[src/rtl/fpd_pkg.sv]
// fpd_pkg: shared types and constants for fft_peak_display.
//   state_t         - controller states
//   BLANK_CODE_DFLT - sevensegment code for a dark digit
//   DP_SEP          - decimal point mask (separator after dig3)
//   bcd_t           - one BCD digit
//   digit_code()    - map a BCD digit to a sevensegment digit code
package fpd_pkg;

  typedef enum logic [2:0] {
    IDLE  = 3'd0,
    SCAN  = 3'd1,
    MULT  = 3'd2,
    CONV  = 3'd3,
    LATCH = 3'd4
  } state_t;

  localparam logic [4:0] BLANK_CODE_DFLT = 5'h10;
  localparam logic [7:0] DP_SEP          = 8'b0000_1000;

  typedef logic [3:0] bcd_t;

  // Blanked digits show the dark code, others the plain BCD value.
  function automatic logic [4:0] digit_code(input bcd_t d, input logic blank,
                                            input logic [4:0] blank_code);
    if (blank) begin
      return blank_code;
    end else begin
      return {1'b0, d};
    end
  endfunction

endpackage

[src/rtl/fft_peak_display_if.sv]
// fft_peak_display_if: FftBlock frequency-sample stream.
//   freq_valid - sample strobe (flgFreqSampleValid)
//   freq_addr  - bin address (addrFreq)
//   freq_data  - bin magnitude (byteFreqSample)
// master drives the stream, slave consumes it.
interface fft_peak_display_if;
  logic       freq_valid;
  logic [9:0] freq_addr;
  logic [7:0] freq_data;

  modport master (output freq_valid, freq_addr, freq_data);
  modport slave  (input  freq_valid, freq_addr, freq_data);
endinterface

[src/rtl/bin2bcd_seq.sv]
// bin2bcd_seq: sequential double-dabble binary to BCD converter.
//   clk, reset_n - clock, async active-low reset
//   start        - load bin and begin (ignored while busy)
//   bin          - binary input, sampled on start
//   done         - one-cycle pulse WIDTH cycles after start
//   bcd          - NDIG BCD digits, LSD in bits [3:0]; stable until next start
module bin2bcd_seq #(
  parameter int unsigned WIDTH = 16,
  parameter int unsigned NDIG  = 5
) (
  input  logic                clk,
  input  logic                reset_n,
  input  logic                start,
  input  logic [WIDTH-1:0]    bin,
  output logic                done,
  output logic [NDIG*4-1:0]   bcd
);

  localparam int unsigned SRW = NDIG * 4 + WIDTH;
  localparam int unsigned CW  = $clog2(WIDTH + 1);

  logic [SRW-1:0] sr_q, sr_d;
  logic [CW-1:0]  cnt_q, cnt_d;
  logic           busy_q, busy_d;
  logic           done_q, done_d;

  // One double-dabble iteration: add 3 to every digit >= 5, then shift left.
  function automatic logic [SRW-1:0] dabble_step(input logic [SRW-1:0] sr);
    logic [SRW-1:0] t;
    t = sr;
    for (int i = 0; i < int'(NDIG); i++) begin
      if (t[WIDTH + 4*i +: 4] >= 4'd5) begin
        t[WIDTH + 4*i +: 4] = t[WIDTH + 4*i +: 4] + 4'd3;
      end else begin
        t[WIDTH + 4*i +: 4] = t[WIDTH + 4*i +: 4];
      end
    end
    return {t[SRW-2:0], 1'b0};
  endfunction

  // The load cycle also performs the first iteration (digits start at 0, so
  // no adjust is needed), giving exactly WIDTH cycles from start to done.
  always_comb begin
    sr_d   = sr_q;
    cnt_d  = cnt_q;
    busy_d = busy_q;
    done_d = 1'b0;
    if (busy_q) begin
      sr_d  = dabble_step(sr_q);
      cnt_d = cnt_q + CW'(1);
      if (cnt_q == CW'(WIDTH - 1)) begin
        busy_d = 1'b0;
        done_d = 1'b1;
      end else begin
        busy_d = 1'b1;
      end
    end else if (start) begin
      sr_d   = dabble_step({{(NDIG*4){1'b0}}, bin});
      cnt_d  = CW'(1);
      busy_d = 1'b1;
    end else begin
      busy_d = 1'b0;
    end
  end

  // Converter state registers.
  always_ff @(posedge clk or negedge reset_n) begin
    if (!reset_n) begin
      sr_q   <= '0;
      cnt_q  <= '0;
      busy_q <= 1'b0;
      done_q <= 1'b0;
    end else begin
      sr_q   <= sr_d;
      cnt_q  <= cnt_d;
      busy_q <= busy_d;
      done_q <= done_d;
    end
  end

  assign done = done_q;
  assign bcd  = sr_q[SRW-1:WIDTH];

endmodule

[src/rtl/fft_peak_display.sv]
// fft_peak_display: tracks the strongest FFT bin per frame and shows its
// frequency (dig7..dig3) and magnitude (dig2..dig0) on sevensegment.
//   clk, reset_n   - CLK_25MHZ, async active-low reset
//   fft            - frequency-sample stream from FftBlock
//   hold           - 1 freezes the display
//   dig0..dig7     - digit codes, decpts - decimal points (1 = lit)
//   peak_bin/mag   - last latched peak, frame_done - pulse on update
module fft_peak_display
  import fpd_pkg::*;
#(
  parameter int unsigned NUM_BINS   = 512,
  parameter int unsigned MIN_BIN    = 1,
  parameter int unsigned BIN_HZ     = 47,
  parameter int unsigned MAG_THRESH = 8,
  parameter logic [4:0]  BLANK_CODE = BLANK_CODE_DFLT
) (
  input  logic                clk,
  input  logic                reset_n,
  fft_peak_display_if.slave   fft,
  input  logic                hold,
  output logic [4:0]          dig0,
  output logic [4:0]          dig1,
  output logic [4:0]          dig2,
  output logic [4:0]          dig3,
  output logic [4:0]          dig4,
  output logic [4:0]          dig5,
  output logic [4:0]          dig6,
  output logic [4:0]          dig7,
  output logic [7:0]          decpts,
  output logic [8:0]          peak_bin,
  output logic [7:0]          peak_mag,
  output logic                frame_done
);

  // Address 0 doubles as the frame marker, so it must never be eligible.
  if (MIN_BIN < 1) begin : g_min_bin_chk
    $error("fft_peak_display: MIN_BIN must be at least 1");
  end

  state_t          state_q, state_d;
  logic [7:0]      run_mag_q, run_mag_d;
  logic [8:0]      run_bin_q, run_bin_d;
  logic            mag_seen_q, mag_seen_d;
  logic [7:0][4:0] dig_q, dig_d;
  logic [7:0]      decpts_q, decpts_d;
  logic [8:0]      peak_bin_q, peak_bin_d;
  logic [7:0]      peak_mag_q, peak_mag_d;
  logic            frame_done_q, frame_done_d;

  logic            start_s, freq_done_s, mag_done_s;
  logic [15:0]     freq_hz_s;
  logic [19:0]     freq_bcd_s;
  logic [11:0]     mag_bcd_s;
  logic            eligible_s, last_bin_s, below_s;
  logic            fz7_s, fz6_s, fz5_s, fz4_s, mz2_s, mz1_s;

  // The frequency converter captures the product on its start cycle, which
  // registers freq_hz without spending an extra cycle.
  assign freq_hz_s  = 16'({7'd0, run_bin_q} * 16'(BIN_HZ));

  assign eligible_s = ({1'b0, fft.freq_addr} >= 11'(MIN_BIN)) &&
                      ({1'b0, fft.freq_addr} <  11'(NUM_BINS));
  assign last_bin_s = ({1'b0, fft.freq_addr} == 11'(NUM_BINS - 1));
  assign below_s    = ({1'b0, run_mag_q} < 9'(MAG_THRESH));

  // Leading-zero chains, most significant digit first.
  assign fz7_s = (freq_bcd_s[19:16] == 4'd0);
  assign fz6_s = fz7_s && (freq_bcd_s[15:12] == 4'd0);
  assign fz5_s = fz6_s && (freq_bcd_s[11:8]  == 4'd0);
  assign fz4_s = fz5_s && (freq_bcd_s[7:4]   == 4'd0);
  assign mz2_s = (mag_bcd_s[11:8] == 4'd0);
  assign mz1_s = mz2_s && (mag_bcd_s[7:4] == 4'd0);

  bin2bcd_seq #(.WIDTH(16), .NDIG(5)) u_freq_bcd (
    .clk(clk), .reset_n(reset_n), .start(start_s), .bin(freq_hz_s),
    .done(freq_done_s), .bcd(freq_bcd_s)
  );

  bin2bcd_seq #(.WIDTH(8), .NDIG(3)) u_mag_bcd (
    .clk(clk), .reset_n(reset_n), .start(start_s), .bin(run_mag_q),
    .done(mag_done_s), .bcd(mag_bcd_s)
  );

  // Next-state and datapath update for the frame controller.
  always_comb begin
    state_d      = state_q;
    run_mag_d    = run_mag_q;
    run_bin_d    = run_bin_q;
    mag_seen_d   = mag_seen_q;
    dig_d        = dig_q;
    decpts_d     = decpts_q;
    peak_bin_d   = peak_bin_q;
    peak_mag_d   = peak_mag_q;
    frame_done_d = 1'b0;
    start_s      = 1'b0;
    case (state_q)
      IDLE: begin
        if (fft.freq_valid && (fft.freq_addr == 10'd0)) begin
          run_mag_d = 8'd0;
          run_bin_d = 9'd0;
          state_d   = SCAN;
        end else begin
          state_d = IDLE;
        end
      end
      SCAN: begin
        if (!fft.freq_valid) begin
          state_d = SCAN;
        end else if (fft.freq_addr == 10'd0) begin
          run_mag_d = 8'd0;
          run_bin_d = 9'd0;
        end else begin
          // Strict compare keeps the lowest bin on ties.
          if (eligible_s && (fft.freq_data > run_mag_q)) begin
            run_mag_d = fft.freq_data;
            run_bin_d = fft.freq_addr[8:0];
          end else begin
            run_mag_d = run_mag_q;
          end
          if (last_bin_s) begin
            state_d = MULT;
          end else begin
            state_d = SCAN;
          end
        end
      end
      MULT: begin
        start_s    = 1'b1;
        mag_seen_d = 1'b0;
        state_d    = CONV;
      end
      CONV: begin
        // The magnitude converter finishes first; remember its pulse.
        if (mag_done_s) begin
          mag_seen_d = 1'b1;
        end else begin
          mag_seen_d = mag_seen_q;
        end
        if (freq_done_s && (mag_seen_q || mag_done_s)) begin
          state_d = LATCH;
        end else begin
          state_d = CONV;
        end
      end
      LATCH: begin
        if (!hold) begin
          peak_bin_d   = run_bin_q;
          peak_mag_d   = run_mag_q;
          decpts_d     = DP_SEP;
          frame_done_d = 1'b1;
          dig_d[7] = digit_code(freq_bcd_s[19:16], below_s || fz7_s, BLANK_CODE);
          dig_d[6] = digit_code(freq_bcd_s[15:12], below_s || fz6_s, BLANK_CODE);
          dig_d[5] = digit_code(freq_bcd_s[11:8],  below_s || fz5_s, BLANK_CODE);
          dig_d[4] = digit_code(freq_bcd_s[7:4],   below_s || fz4_s, BLANK_CODE);
          dig_d[3] = digit_code(freq_bcd_s[3:0],   below_s,          BLANK_CODE);
          dig_d[2] = digit_code(mag_bcd_s[11:8],   mz2_s,            BLANK_CODE);
          dig_d[1] = digit_code(mag_bcd_s[7:4],    mz1_s,            BLANK_CODE);
          dig_d[0] = digit_code(mag_bcd_s[3:0],    1'b0,             BLANK_CODE);
        end else begin
          frame_done_d = 1'b0;
        end
        state_d = IDLE;
      end
      default: begin
        state_d = IDLE;
      end
    endcase
  end

  // Controller, running peak and display registers.
  always_ff @(posedge clk or negedge reset_n) begin
    if (!reset_n) begin
      state_q      <= IDLE;
      run_mag_q    <= 8'd0;
      run_bin_q    <= 9'd0;
      mag_seen_q   <= 1'b0;
      dig_q        <= {8{BLANK_CODE}};
      decpts_q     <= 8'd0;
      peak_bin_q   <= 9'd0;
      peak_mag_q   <= 8'd0;
      frame_done_q <= 1'b0;
    end else begin
      state_q      <= state_d;
      run_mag_q    <= run_mag_d;
      run_bin_q    <= run_bin_d;
      mag_seen_q   <= mag_seen_d;
      dig_q        <= dig_d;
      decpts_q     <= decpts_d;
      peak_bin_q   <= peak_bin_d;
      peak_mag_q   <= peak_mag_d;
      frame_done_q <= frame_done_d;
    end
  end

  assign dig0       = dig_q[0];
  assign dig1       = dig_q[1];
  assign dig2       = dig_q[2];
  assign dig3       = dig_q[3];
  assign dig4       = dig_q[4];
  assign dig5       = dig_q[5];
  assign dig6       = dig_q[6];
  assign dig7       = dig_q[7];
  assign decpts     = decpts_q;
  assign peak_bin   = peak_bin_q;
  assign peak_mag   = peak_mag_q;
  assign frame_done = frame_done_q;

endmodule

[src/flat_wrapper.sv]
// flat-port wrapper written by rule: the top's interface ports become plain ports
module fft_peak_display_flat import fpd_pkg::*;
#(
  parameter int unsigned NUM_BINS   = 512,
  parameter int unsigned MIN_BIN    = 1,
  parameter int unsigned BIN_HZ     = 47,
  parameter int unsigned MAG_THRESH = 8,
  parameter logic [4:0]  BLANK_CODE = BLANK_CODE_DFLT
)
  (clk, reset_n, hold, dig0, dig1, dig2, dig3, dig4, dig5, dig6, dig7, decpts, peak_bin, peak_mag, frame_done, fft_freq_valid, fft_freq_addr, fft_freq_data);
  fft_peak_display_if fft_i ();
  input  logic clk;
  input  logic reset_n;
  input  logic hold;
  output logic [4:0] dig0;
  output logic [4:0] dig1;
  output logic [4:0] dig2;
  output logic [4:0] dig3;
  output logic [4:0] dig4;
  output logic [4:0] dig5;
  output logic [4:0] dig6;
  output logic [4:0] dig7;
  output logic [7:0] decpts;
  output logic [8:0] peak_bin;
  output logic [7:0] peak_mag;
  output logic frame_done;
  input wire logic [$bits(fft_i.freq_valid)-1:0] fft_freq_valid;
  input wire logic [$bits(fft_i.freq_addr)-1:0] fft_freq_addr;
  input wire logic [$bits(fft_i.freq_data)-1:0] fft_freq_data;
  assign fft_i.freq_valid = fft_freq_valid;
  assign fft_i.freq_addr = fft_freq_addr;
  assign fft_i.freq_data = fft_freq_data;
  fft_peak_display #(.NUM_BINS(NUM_BINS), .MIN_BIN(MIN_BIN), .BIN_HZ(BIN_HZ), .MAG_THRESH(MAG_THRESH), .BLANK_CODE(BLANK_CODE)) u_core (.clk(clk), .reset_n(reset_n), .fft(fft_i), .hold(hold), .dig0(dig0), .dig1(dig1), .dig2(dig2), .dig3(dig3), .dig4(dig4), .dig5(dig5), .dig6(dig6), .dig7(dig7), .decpts(decpts), .peak_bin(peak_bin), .peak_mag(peak_mag), .frame_done(frame_done));
endmodule
[config.mk]
export PLATFORM = sky130hd
export DESIGN_NAME = fft_peak_display_flat
export DESIGN_NICKNAME = d
export VERILOG_FILES = /design/src/rtl/fpd_pkg.sv /design/src/rtl/fft_peak_display_if.sv /design/src/rtl/bin2bcd_seq.sv /design/src/rtl/fft_peak_display.sv /design/src/flat_wrapper.sv
export SDC_FILE = /design/constraint.sdc
export NUM_CORES = 1
export LEC_CHECK = 0
export BUFFER_PORTS_ARGS = -buffer_cell sky130_fd_sc_hd__buf_2
export CELL_PAD_IN_SITES_DETAIL_PLACEMENT = 2
export CELL_PAD_IN_SITES_GLOBAL_PLACEMENT = 2
export CORE_ASPECT_RATIO = 0.7
export CORE_UTILIZATION = 35
export DETAILED_ROUTE_END_ITERATION = 8
export PLACE_DENSITY = 0.75
export SYNTH_ARGS = -nofsm -noshare
export SYNTH_HDL_FRONTEND = slang
export SYNTH_SLANG_ARGS = --single-unit
[constraint.sdc]
create_clock -name clk -period 6.53 [get_ports clk]
set_input_delay 1.306 -clock clk [delete_from_list [all_inputs] [get_ports clk]]
set_output_delay 1.306 -clock clk [all_outputs]
set_load 0.05 [all_outputs]
Yosys cells after proc, flatten, opt, wreduce, memory -nomap -nowiden
Index checks and enable logic that the tools add are counted.
W data, S select, Z words.
{"block": "op_classes", "reduce_logical": 28, "addsub": 10, "n_bitwise": 1, "n_mul": 1, "magnitude_cmp": 12, "eq_ne": 12, "n_mux": 53}
{"op": "$mux W36", "count": 2}
{"op": "$mux W5", "count": 9}
{"op": "$mux W20", "count": 2}
{"op": "$mux W9", "count": 4}
{"op": "$ge A4 B3 Y1 const B", "count": 8}
{"op": "$mux W4", "count": 8}
{"op": "$mux W8", "count": 4}
{"op": "$add A4 B2 Y4 const B", "count": 6}
{"op": "$logic_not A4 Y1", "count": 6}
{"op": "$pmux W9 S2", "count": 1}
{"op": "$pmux W8 S2", "count": 1}
{"op": "$mul A9 B6 Y15 const B", "count": 1}
{"op": "$mux W3", "count": 5}
{"op": "$mux W1", "count": 14}
{"op": "$pmux W3 S4", "count": 1}
{"op": "$eq A10 B9 Y1 const B", "count": 1}
{"op": "$ge A10 B1 Y1 const B", "count": 1}
{"op": "$logic_not A10 Y1", "count": 1}
{"op": "$lt A10 B10 Y1 const B", "count": 1}
{"op": "$gt A8 B8 Y1", "count": 1}
{"op": "$logic_and A1 B1 Y1", "count": 8}
{"op": "$lt A8 B4 Y1 const B", "count": 1}
{"op": "$reduce_bool A2 Y1", "count": 4}
{"op": "$add A3 B2 Y3 const B", "count": 2}
{"op": "18 further kinds", "count": 25}
{"block": "totals", "output_inout_bits": 66, "word_cells": 141, "ff_bits": 149, "inputBits": 22}

Logic depth before layout (Yosys ltp)
Gate-level depths: netlist of run 1.
{"block": "depth", "depth_word": 7, "depth_mapped": 13, "mapped_depth_nobuf": 13}

By module
From an unflattened synthesis of run 1, not the netlist that was laid out.
{"block": "unflattened", "cells_unflattened": 911, "hier_area_um2": 8675.8}
{"module": "fft_peak_display", "seq_area_each_um2": 2011.9, "cells_each": 497, "instances": 1, "area_each_um2": 4708.3}
{"module": "bin2bcd_seq at u_core.u_freq_bcd", "seq_area_each_um2": 1051.0, "cells_each": 260, "instances": 1, "area_each_um2": 2501.1}
{"module": "bin2bcd_seq at u_core.u_mag_bcd", "seq_area_each_um2": 625.6, "cells_each": 154, "instances": 1, "area_each_um2": 1466.4}

Least setup slack after synthesis of run 1
Ideal clock, no wire load.
{"block": "synth_timing", "path_kind": "reg2reg", "startpoint": "reg u_core.run_bin_q[5]", "endpoint": "reg u_core.u_freq_bcd.sr_q[15]", "n_path_buf": 0, "t_arrival_ns": 3.448, "path_stages_with_launch": 12, "path_slack_ns": 2.962, "required_time_ns": 6.410, "setup_time_ns": 0.120, "synth_period_minus_slack_ns": 3.568, "path_cell_list": "dfrtp_1 fa_1 fa_1 inv_1 fa_1 inv_1 ha_1 o21a_1 o21ai_0 nor4bb_1 or3_1 a31o_2"}
{"block": "synth_via", "elab_chain_cells": 3}
{"element": "start: declaration", "line": "fft_peak_display.sv:42", "text": "logic [8:0] run_bin_q, run_bin_d;"}
{"element": "start signal: assignment", "line": "fft_peak_display.sv:185", "text": "run_bin_q <= run_bin_d;"}
{"element": "$mul A9 B6 Y15", "line": "fft_peak_display.sv:59", "text": "assign freq_hz_s = 16'({7'd0, run_bin_q} * 16'(BIN_HZ));"}
{"element": "$mux W36", "line": "bin2bcd_seq.sv:57", "text": "end else if (start) begin"}
{"element": "$mux W36", "line": "bin2bcd_seq.sv:48", "text": "if (busy_q) begin"}
{"element": "end signal: assignment", "line": "bin2bcd_seq.sv:74", "text": "sr_q <= sr_d;"}
{"element": "end: declaration", "line": "bin2bcd_seq.sv:22", "text": "logic [SRW-1:0] sr_q, sr_d;"}
No other way between the ends. The select of a mux whose other input is x is not followed.
A chain may end at the register's enable or synchronous reset.

Worst setup path after layout of run 1
{"block": "layout_timing", "startpoint": "reg u_core.run_bin_q[6]", "endpoint": "reg u_core.u_freq_bcd.sr_q[15]"}
The elaborated chain is that of the path after synthesis.

==> results of run 1 <==
==> power by group through the flow <==
stage | clock network [mW] | registers, mW | logic [mW]
2_1_floorplan | 0 | 1.35 | 2.43
3_5_place_dp | 0 | 1.42 | 3.23
5_1_grt | 1.16 | 1.45 | 3.75
4_1_cts | 1.13 | 1.41 | 3.30
3_3_place_gp | 0 | 1.40 | 3.12
6_report | 1.10 | 1.41 | 3.25
==> per-layer routing <==
layer  vias to the layer above  wire, um  part of all wire [%]  track usage, %
li1                       3130         -                     -               -
met1                      3390     11600                    50            28.6
met2                        58     10900                    47            33.7
met3                        12       463                   2.0            3.33
met4                         0       155                  0.67            5.11
met5                         -         0                     0               0
==> path summary, 6_finish.rpt <==
path | depth (start not counted) | end
hold / removal | 2 | u_core.dig3[4]
min in group asynchronous | 1 | u_core.u_freq_bcd.sr_q[5]
setup reg to reg | 11 | u_core.u_freq_bcd.sr_q[15]
hold reg to reg | 2 | u_core.dig3[4]
max in group asynchronous | 2 | u_core.peak_mag[1]
setup / recovery | 11 | u_core.u_freq_bcd.sr_q[15]
==> sequential cells by signal, summed over array words and instances, names as in the netlist, 3 cells and up <==
name,cells
u_core.dig2,5
u_core.dig4,5
u_core.dig0,5
u_core.dig1,5
u_core.u_freq_bcd.cnt_q,5
u_core.dig5,5
u_core.u_mag_bcd.sr_q,19
u_core.peak_mag,8
u_core.dig3,5
u_core.u_freq_bcd.sr_q,35
u_core.peak_bin,9
u_core.run_mag_q,8
u_core.dig7,5
u_core.u_mag_bcd.cnt_q,4
u_core.state_q,3
u_core.dig6,5
u_core.run_bin_q,9
==> cells in the mapped netlist, types with 2 or more instances <==
cell type  number  area (um2)
a21oi_1        47         235
a211oi_1        7        52.6
mux2i_1        23         230
a31oi_1         4        25.0
o21a_1          5        37.5
dfrtp_1       139        3480
buf_4           9        67.6
dfstp_2         8         210
clkbuf_1       25        93.8
nand2_1       175         657
and3_1          6        37.5
a21o_1          6        45.0
buf_2           6        30.0
nand3_1        12        60.1
a211o_1         2        17.5
nor2_1         46         173
xor2_1          4        35.0
and2_1          6        37.5
o22ai_1         9        56.3
nor4_1          2        12.5
nand4_1         6        37.5
o211ai_1        4        30.0
fa_1           20         400
a22o_1         10        87.6
inv_1          73         274
o31ai_1        25         188
o21ai_0        69         345
buf_1           4        15.0
o21bai_1        3        22.5
xnor2_1        12         105
nor3_1         13        65.1
ha_1           61         763
a31o_2          5        43.8
nand2b_1       11        68.8
nor3b_1         8        60.1
==> cell type report <==
class | instances | area, um2 | area share [%]
clock buffer | 19 | 443 | 4.61
timing repair buffer | 86 | 452 | 4.70
inverter | 75 | 287 | 2.98
multi-input combinational | 628 | 4150 | 43.1
tap | 312 | 390 | 4.06
sequential | 147 | 3690 | 38.4
clock inverter | 13 | 206 | 2.15
==> worst min-delay path, delay by kind of cell, from the launching register on <==
family	cells	cell delay (ns)
and+or+nand+nor	2	0.09
DFF	1	0.37
==> through the flow <==
step           hold WS [ns]  cells
3_5_place_dp          0.450   1248
4_1_cts               0.461   1280
6_report              0.457   1280
5_1_grt               0.483   1280
3_3_place_gp          0.444   1248
2_1_floorplan         0.446    895
==> cells in the final DEF, fill, tap and decap left out, drive strengths merged, types with 6 or more instances in the layout <==
cell type  count
nand2        176
dfrtp        139
buf           86
inv           75
o21ai         71
ha            61
a21oi         47
nor2          46
o31ai         25
mux2i         23
fa            20
clkbuf        19
nor3          13
nand3         12
xnor2         12
nand2b        11
a22o          10
o22ai          9
nor3b          9
dfstp          8
a211oi         7
conb           7
and2           7
and3           6
nand4          6
a21o           6
==> kinds of logic after synthesis <==
kind of cell | after synthesis
AOI/OAI and AO/OA | 204
xor gates and xnor gates | 16
adders and majority gates | 81
buffers and inverters | 120
DFF | 147
muxes | 23
other | 1
and+or+nand+nor | 297
==> reports/metrics.csv, run 1 <==
stage,metric,value,unit
worst_setup_path,critPathKind,reg2reg,
timing,relSlewSlack,28.2,%
logic_synthesis,yosys.area_share.simple,15.9,%
logic_synthesis,synth_cell_types,59,
worst_setup_path,worstPathRequired,6.85,ns
clock_network,insertion_delay,0.43,ns
timing,maxSlewViolCount,0,
power,switching_power,2.64,mW
hold_path,hold_class,reg2reg,
logic_synthesis,synth_flop_cell,dfrtp_1,
placed_design,place_area,0.00896,mm2
logic_synthesis,async_flop_share,100,%
die,dieHeight,131,um
clock_network,cts_max_level,4,
clock_network,post_cts_resize_count,0,
die,rows,46,
power,seq_power_share,24.4,%
finish,final_util,41.9,%
worst_setup_path,cp_max_fo,7,
timing,skew,0.00777,ns
clock_network,cts_sinks,147,
power,p_int,3.11,mW
global_routing,grt_util_all_layers,20.6,%
route,vias_per_cell,5.15,
logic_synthesis,synth_warnings,0,
worst_setup_path,cp_slowest_cell,dfrtp_1,
global_routing,antenna_found_initial,0,
die,dieArea,0.0244,mm2
route,drtAntennaViolNets,0,
worst_setup_path,start_kind,flop,
clock_network,cts.clk_slew.worst_paths,0.07,ns
worst_setup_path,cp_cell_sequence,fa_1 > fa_1 > inv_1 > fa_1 > inv_1 > ha_1 > o21a_1 > o21ai_0 > nor4bb_1 > or3_1 > a31o_2,
logic_synthesis,synth-xor-area-share,1.69,%
timing,worst_slack,2.68,ns
worst_setup_path,rrSetupSlack,2.68,ns
clock_network,cts_buffer_depth,2,
route,initialDrtViolationCount,243,
logic_synthesis,synth_seq_area_share,44.4,%
global_routing,grt.overflow.total,0,
timing,fin_crit,3.85,ns
worst_setup_path,crit_path_end_kind,flop,
logic_synthesis,synth_top_family_by_area,simple AND/OR/NAND/NOR gates,
outcome,status,"finished, final reports clean",
clock_network,cts_buffers,17,
finish,insertedDiodeCount,0,
finish,final_layout_size_suffix_gt1_share,14.6,%
clock_network,ctsHoldBuffers,0,
power,power_frac_comb,56.4,%
clock_network,cts_setup_buffers,0,
worst_setup_path,critPathLaunch,u_core.run_bin_q[6],
timing,finalSetupTns,0,ns
power,p_per_area,599,mW/mm2
logic_synthesis,postSynthAreaPerCell,9.35,um2
finish,fill_cells,2502,
die,start_util,36.2,%
power,p_leak,4.87,nW
route,drc,0,
placed_design,place_congestion,0.777,
job,cap_violations,0,
route,num_vias,6590,
logic_synthesis,syn_inst,889,
placed_design,post-place-ws,2.71,ns
power,power.total,5.76,mW
global_routing,grt_pass1_vias,7266,
timing,worstMarginPinSlew,1.07,ns
worst_setup_path,crit_family,adder cells,
timing,finalHoldViolCount,0,
route,wirelength,23100,um
timing,rsz0062_at_grt,false,
placed_design,dp_hpwl,16000,um
global_routing,grt_pass1_wl,38800,um
power,vdd_ir_drop_max,0.337,mV
die,ios,88,
worst_setup_path,cp_common_cell,fa_1,
worst_setup_path,r2r_start,u_core.run_bin_q[6],
logic_synthesis,muxShareOfSynthArea,2.77,%
worst_setup_path,critical_path_arrival,4.17,ns
finish,syn2layout_area_growth,15.6,%
logic_synthesis,synth-seq-cells,147,
worst_setup_path,critPathBufInv,2,
hold_path,min_from,u_core.dig3[4],
global_routing,grt_max_degree,99,
logic_synthesis,synth_fa_ha_area_share,14.0,%
clock_network,cts_tree,yes,
finish,final_cell_area,0.00961,mm2
logic_synthesis,synth_edf_count,0,
logic_synthesis,synth-compound-area-share,15.2,%
timing,setup_violations,0,
timing,min_period_over_period,58.9,%
power,power_frac_clock,19.2,%
worst_setup_path,slowest_delay,0.55,ns
clock_network,cts-root-buf,clkbuf_16,
route,firstDrtPassIters,4,
die,die_x,186,um
placed_design,portBuffers,80,
finish,final_nets,1058,
logic_synthesis,syn_area,0.00831,mm2
timing,fmax,260,MHz
die,core,0.0230,mm2
route,avgRoutedWirePerCell,18.1,um
power,switching_share,45.9,%
Power figures use the tool's default switching activity.
==> run 2: changes to the inputs <==
==> constraint.sdc (replaced) <==
create_clock -name clk -period 3.7 [get_ports clk]
set_input_delay 0.74 -clock clk [delete_from_list [all_inputs] [get_ports clk]]
set_output_delay 0.74 -clock clk [all_outputs]
set_load 0.05 [all_outputs]
==> reports/metrics.csv, run 2 (same netlist as run 1, synthesis figures left out) <==
stage,metric,value,unit,change
outcome,status,"finished, final reports clean",,
timing,fmax,281,MHz,+8.1%
clock_network,cts.clk_slew.worst_paths,0.06,ns,about the same
finish,largest_reg_flops,35,,unchanged
worst_setup_path,slowest_delay,0.50,ns,-0.05 ns
timing,worst_slack,0.143,ns,-2.54 ns
finish,syn2layout_area_growth,18.2,%,
global_routing,grt_pass1_wl,39000,um,+0.48%
timing,setup_violations,0,,unchanged
route,wirelength,23800,um,+2.7%
timing,skew,0.00902,ns,+0.00125 ns
timing,min_period_over_period,96.1,%,+37 points
clock_network,cts_sinks,147,,unchanged
placed_design,place_inst,1263,,+1.2%
die,core,0.0230,mm2,unchanged
die,die_x,186,um,unchanged
finish,final_common_cell,nand2_1,,
route,firstDrtPassIters,4,,unchanged
timing,relSlewSlack,30.8,%,+2.6 points
finish,layoutNonFillerInstCount,1297,,+1.3%
worst_setup_path,cp_max_fo,7,,unchanged
route,avgRoutedWirePerCell,18.3,um,+1.4%
worst_setup_path,r2r_start,u_core.run_bin_q[5],,
timing,fin_crit,3.56,ns,-0.289 ns
finish,final_layout_size_suffix_gt1_share,17.9,%,+3.3 points
route,drc,0,,unchanged
placed_design,dp_hpwl,16400,um,+2.2%
finish,final_nets,1075,,+1.6%
clock_network,cts_buffer_depth,2,,unchanged
clock_network,cts_max_level,4,,unchanged
worst_setup_path,critPathLaunch,u_core.run_bin_q[5],,
power,vdd_ir_drop_max,0.928,mV,+180%
route,num_vias,6631,,+0.62%
worst_setup_path,cp_cell_sequence,buf_4 > ha_1 > fa_1 > inv_1 > fa_1 > inv_1 > ha_2 > a21oi_2 > nand2_1 > a31o_2 > or3_1 > a31o_2,,
worst_setup_path,cp_slowest_cell,fa_1,,
timing,worstMarginPinSlew,1.03,ns,-0.0383 ns
route,vias_per_cell,5.11,,-0.70%
worst_setup_path,critPathKind,reg2reg,,
clock_network,cts_buffers,17,,unchanged
timing,finalSetupTns,0,ns,unchanged
worst_setup_path,r2r_cells,12,,+1
timing,maxSlewViolCount,0,,unchanged
power,p_per_area,1160,mW/mm2,+94%
route,drtAntennaViolNets,0,,unchanged
placed_design,portBuffers,80,,unchanged
finish,top_register,u_core.u_freq_bcd.sr_q,,
worst_setup_path,start_kind,flop,,
finish,most-common-layout-cells,"nand2_1, dfrtp_1, buf_2, inv_1, o21ai_0",,
route,initialDrtViolationCount,239,,-1.6%
global_routing,grt.overflow.total,0,,unchanged
placed_design,post-place-ws,-0.0762,ns,-2.79 ns
global_routing,grt_pass1_vias,7219,,-0.65%
finish,largest_registers,"u_core.u_freq_bcd.sr_q: 35 flops, u_core.u_mag_bcd.sr_q: 19 flops",,
global_routing,grt_util_all_layers,20.8,%,+0.22 points
global_routing,grt_max_degree,72,,-27%
placed_design,place_congestion,0.795,,+2.4%
worst_setup_path,worstPathRequired,4.02,ns,-2.83 ns
die,dieHeight,131,um,unchanged
timing,finalHoldViolCount,0,,unchanged
clock_network,cts-root-buf,clkbuf_16,,
global_routing,antenna_found_initial,0,,unchanged
clock_network,insertion_delay,0.44,ns,about the same
power,p_leak,4.94,nW,+1.6%
worst_setup_path,worstSetupEndpoint,u_core.u_freq_bcd.sr_q[15],,
hold_path,hold_class,in2async,,
worst_setup_path,critical_path_arrival,3.88,ns,-0.29 ns
finish,insertedDiodeCount,0,,unchanged
timing,holdWs,0.271,ns,-0.185 ns
worst_setup_path,crit_path_end_kind,flop,,
job,cap_violations,0,,unchanged
die,start_util,36.2,%,unchanged
die,rows,46,,unchanged
finish,final_util,42.8,%,+0.92 points
die,dieArea,0.0244,mm2,unchanged
worst_setup_path,rrSetupSlack,0.14,ns,-2.54 ns
clock_network,cts_tree,yes,,
die,ios,88,,unchanged
worst_setup_path,rr_endpoint,u_core.u_freq_bcd.sr_q[15],,
run 2: changes by cell type in the layout (fill, tap and decap cells not counted), moves of 4 or more:
cell,change
buf_4,+16
ha_1,-6
o21ai_0,-4
ha_4,+4
run 2: layer usage:
metal | up-vias | share of wire (%) | track usage [%]
met1 | 3368 | 49 | 28.5
met2 | 80 | 47 | 33.7
met4 | 0 | 1.2 | 6.17
met3 | 19 | 2.6 | 3.74
li1 | 3164 | - | -
met5 | - | 0 | 0
run 2: worst max-delay path, delay by kind of cell (launching register included):
kind / cells / cell delay [ns]
AOI/OAI and AO/OA: 3 / 0.68
and+or+nand+nor: 2 / 0.48
adders and majority gates: 4 / 1.53
DFF: 1 / 0.46
buffers and inverters: 3 / 0.29
run 2: layout make-up:
cell class                 count  area [um2]
clock inverter                12         155
clock buffer                  20         457
multi-input combinational    628        4250
timing repair buffer         103         592
tap                          312         390
sequential                   147        3690
inverter                      75         287
fill                        2489       13100
run 2: metrics by stage:
step                instance area [um2]  total power, mW
floorplan                          8340             6.67
global placement                   9090             8.26
detailed placement                 9090             8.52
CTS                                9730             10.7
global route                       9820             12.5
finish                             9820             11.4
run 2: worst min path at each step:
stage	from	to	slack (ns)	depth (start not counted)
2_1_floorplan	reset_n	u_core.decpts[3]	0.44	0
3_5_place_dp	u_core.dig3[4]	u_core.dig3[4]	0.45	2
5_1_grt	reset_n	u_core.u_freq_bcd.sr_q[5]	0.33	1
4_1_cts	reset_n	u_core.u_freq_bcd.sr_q[5]	0.29	1
6_report	reset_n	u_core.u_freq_bcd.sr_q[5]	0.27	1
3_3_place_gp	u_core.decpts[3]	u_core.decpts[3]	0.44	1
run 2: where the power goes:
part           switching, mW  internal, mW  leakage, nW
Sequential             0.480          2.00         1.89
Combinational           4.02          3.08         2.77
Clock                  0.739          1.10        0.285
run 2: timing repair:
action | 4_1_cts | 5_1_grt
endpoints found under the setup margin | 4 | 6
gates resized for setup | 9 | 16
gates cloned | 0 | 0
hold buffers | 0 | 0
pin swaps | 1 | 6
setup buffers | 0 | 2
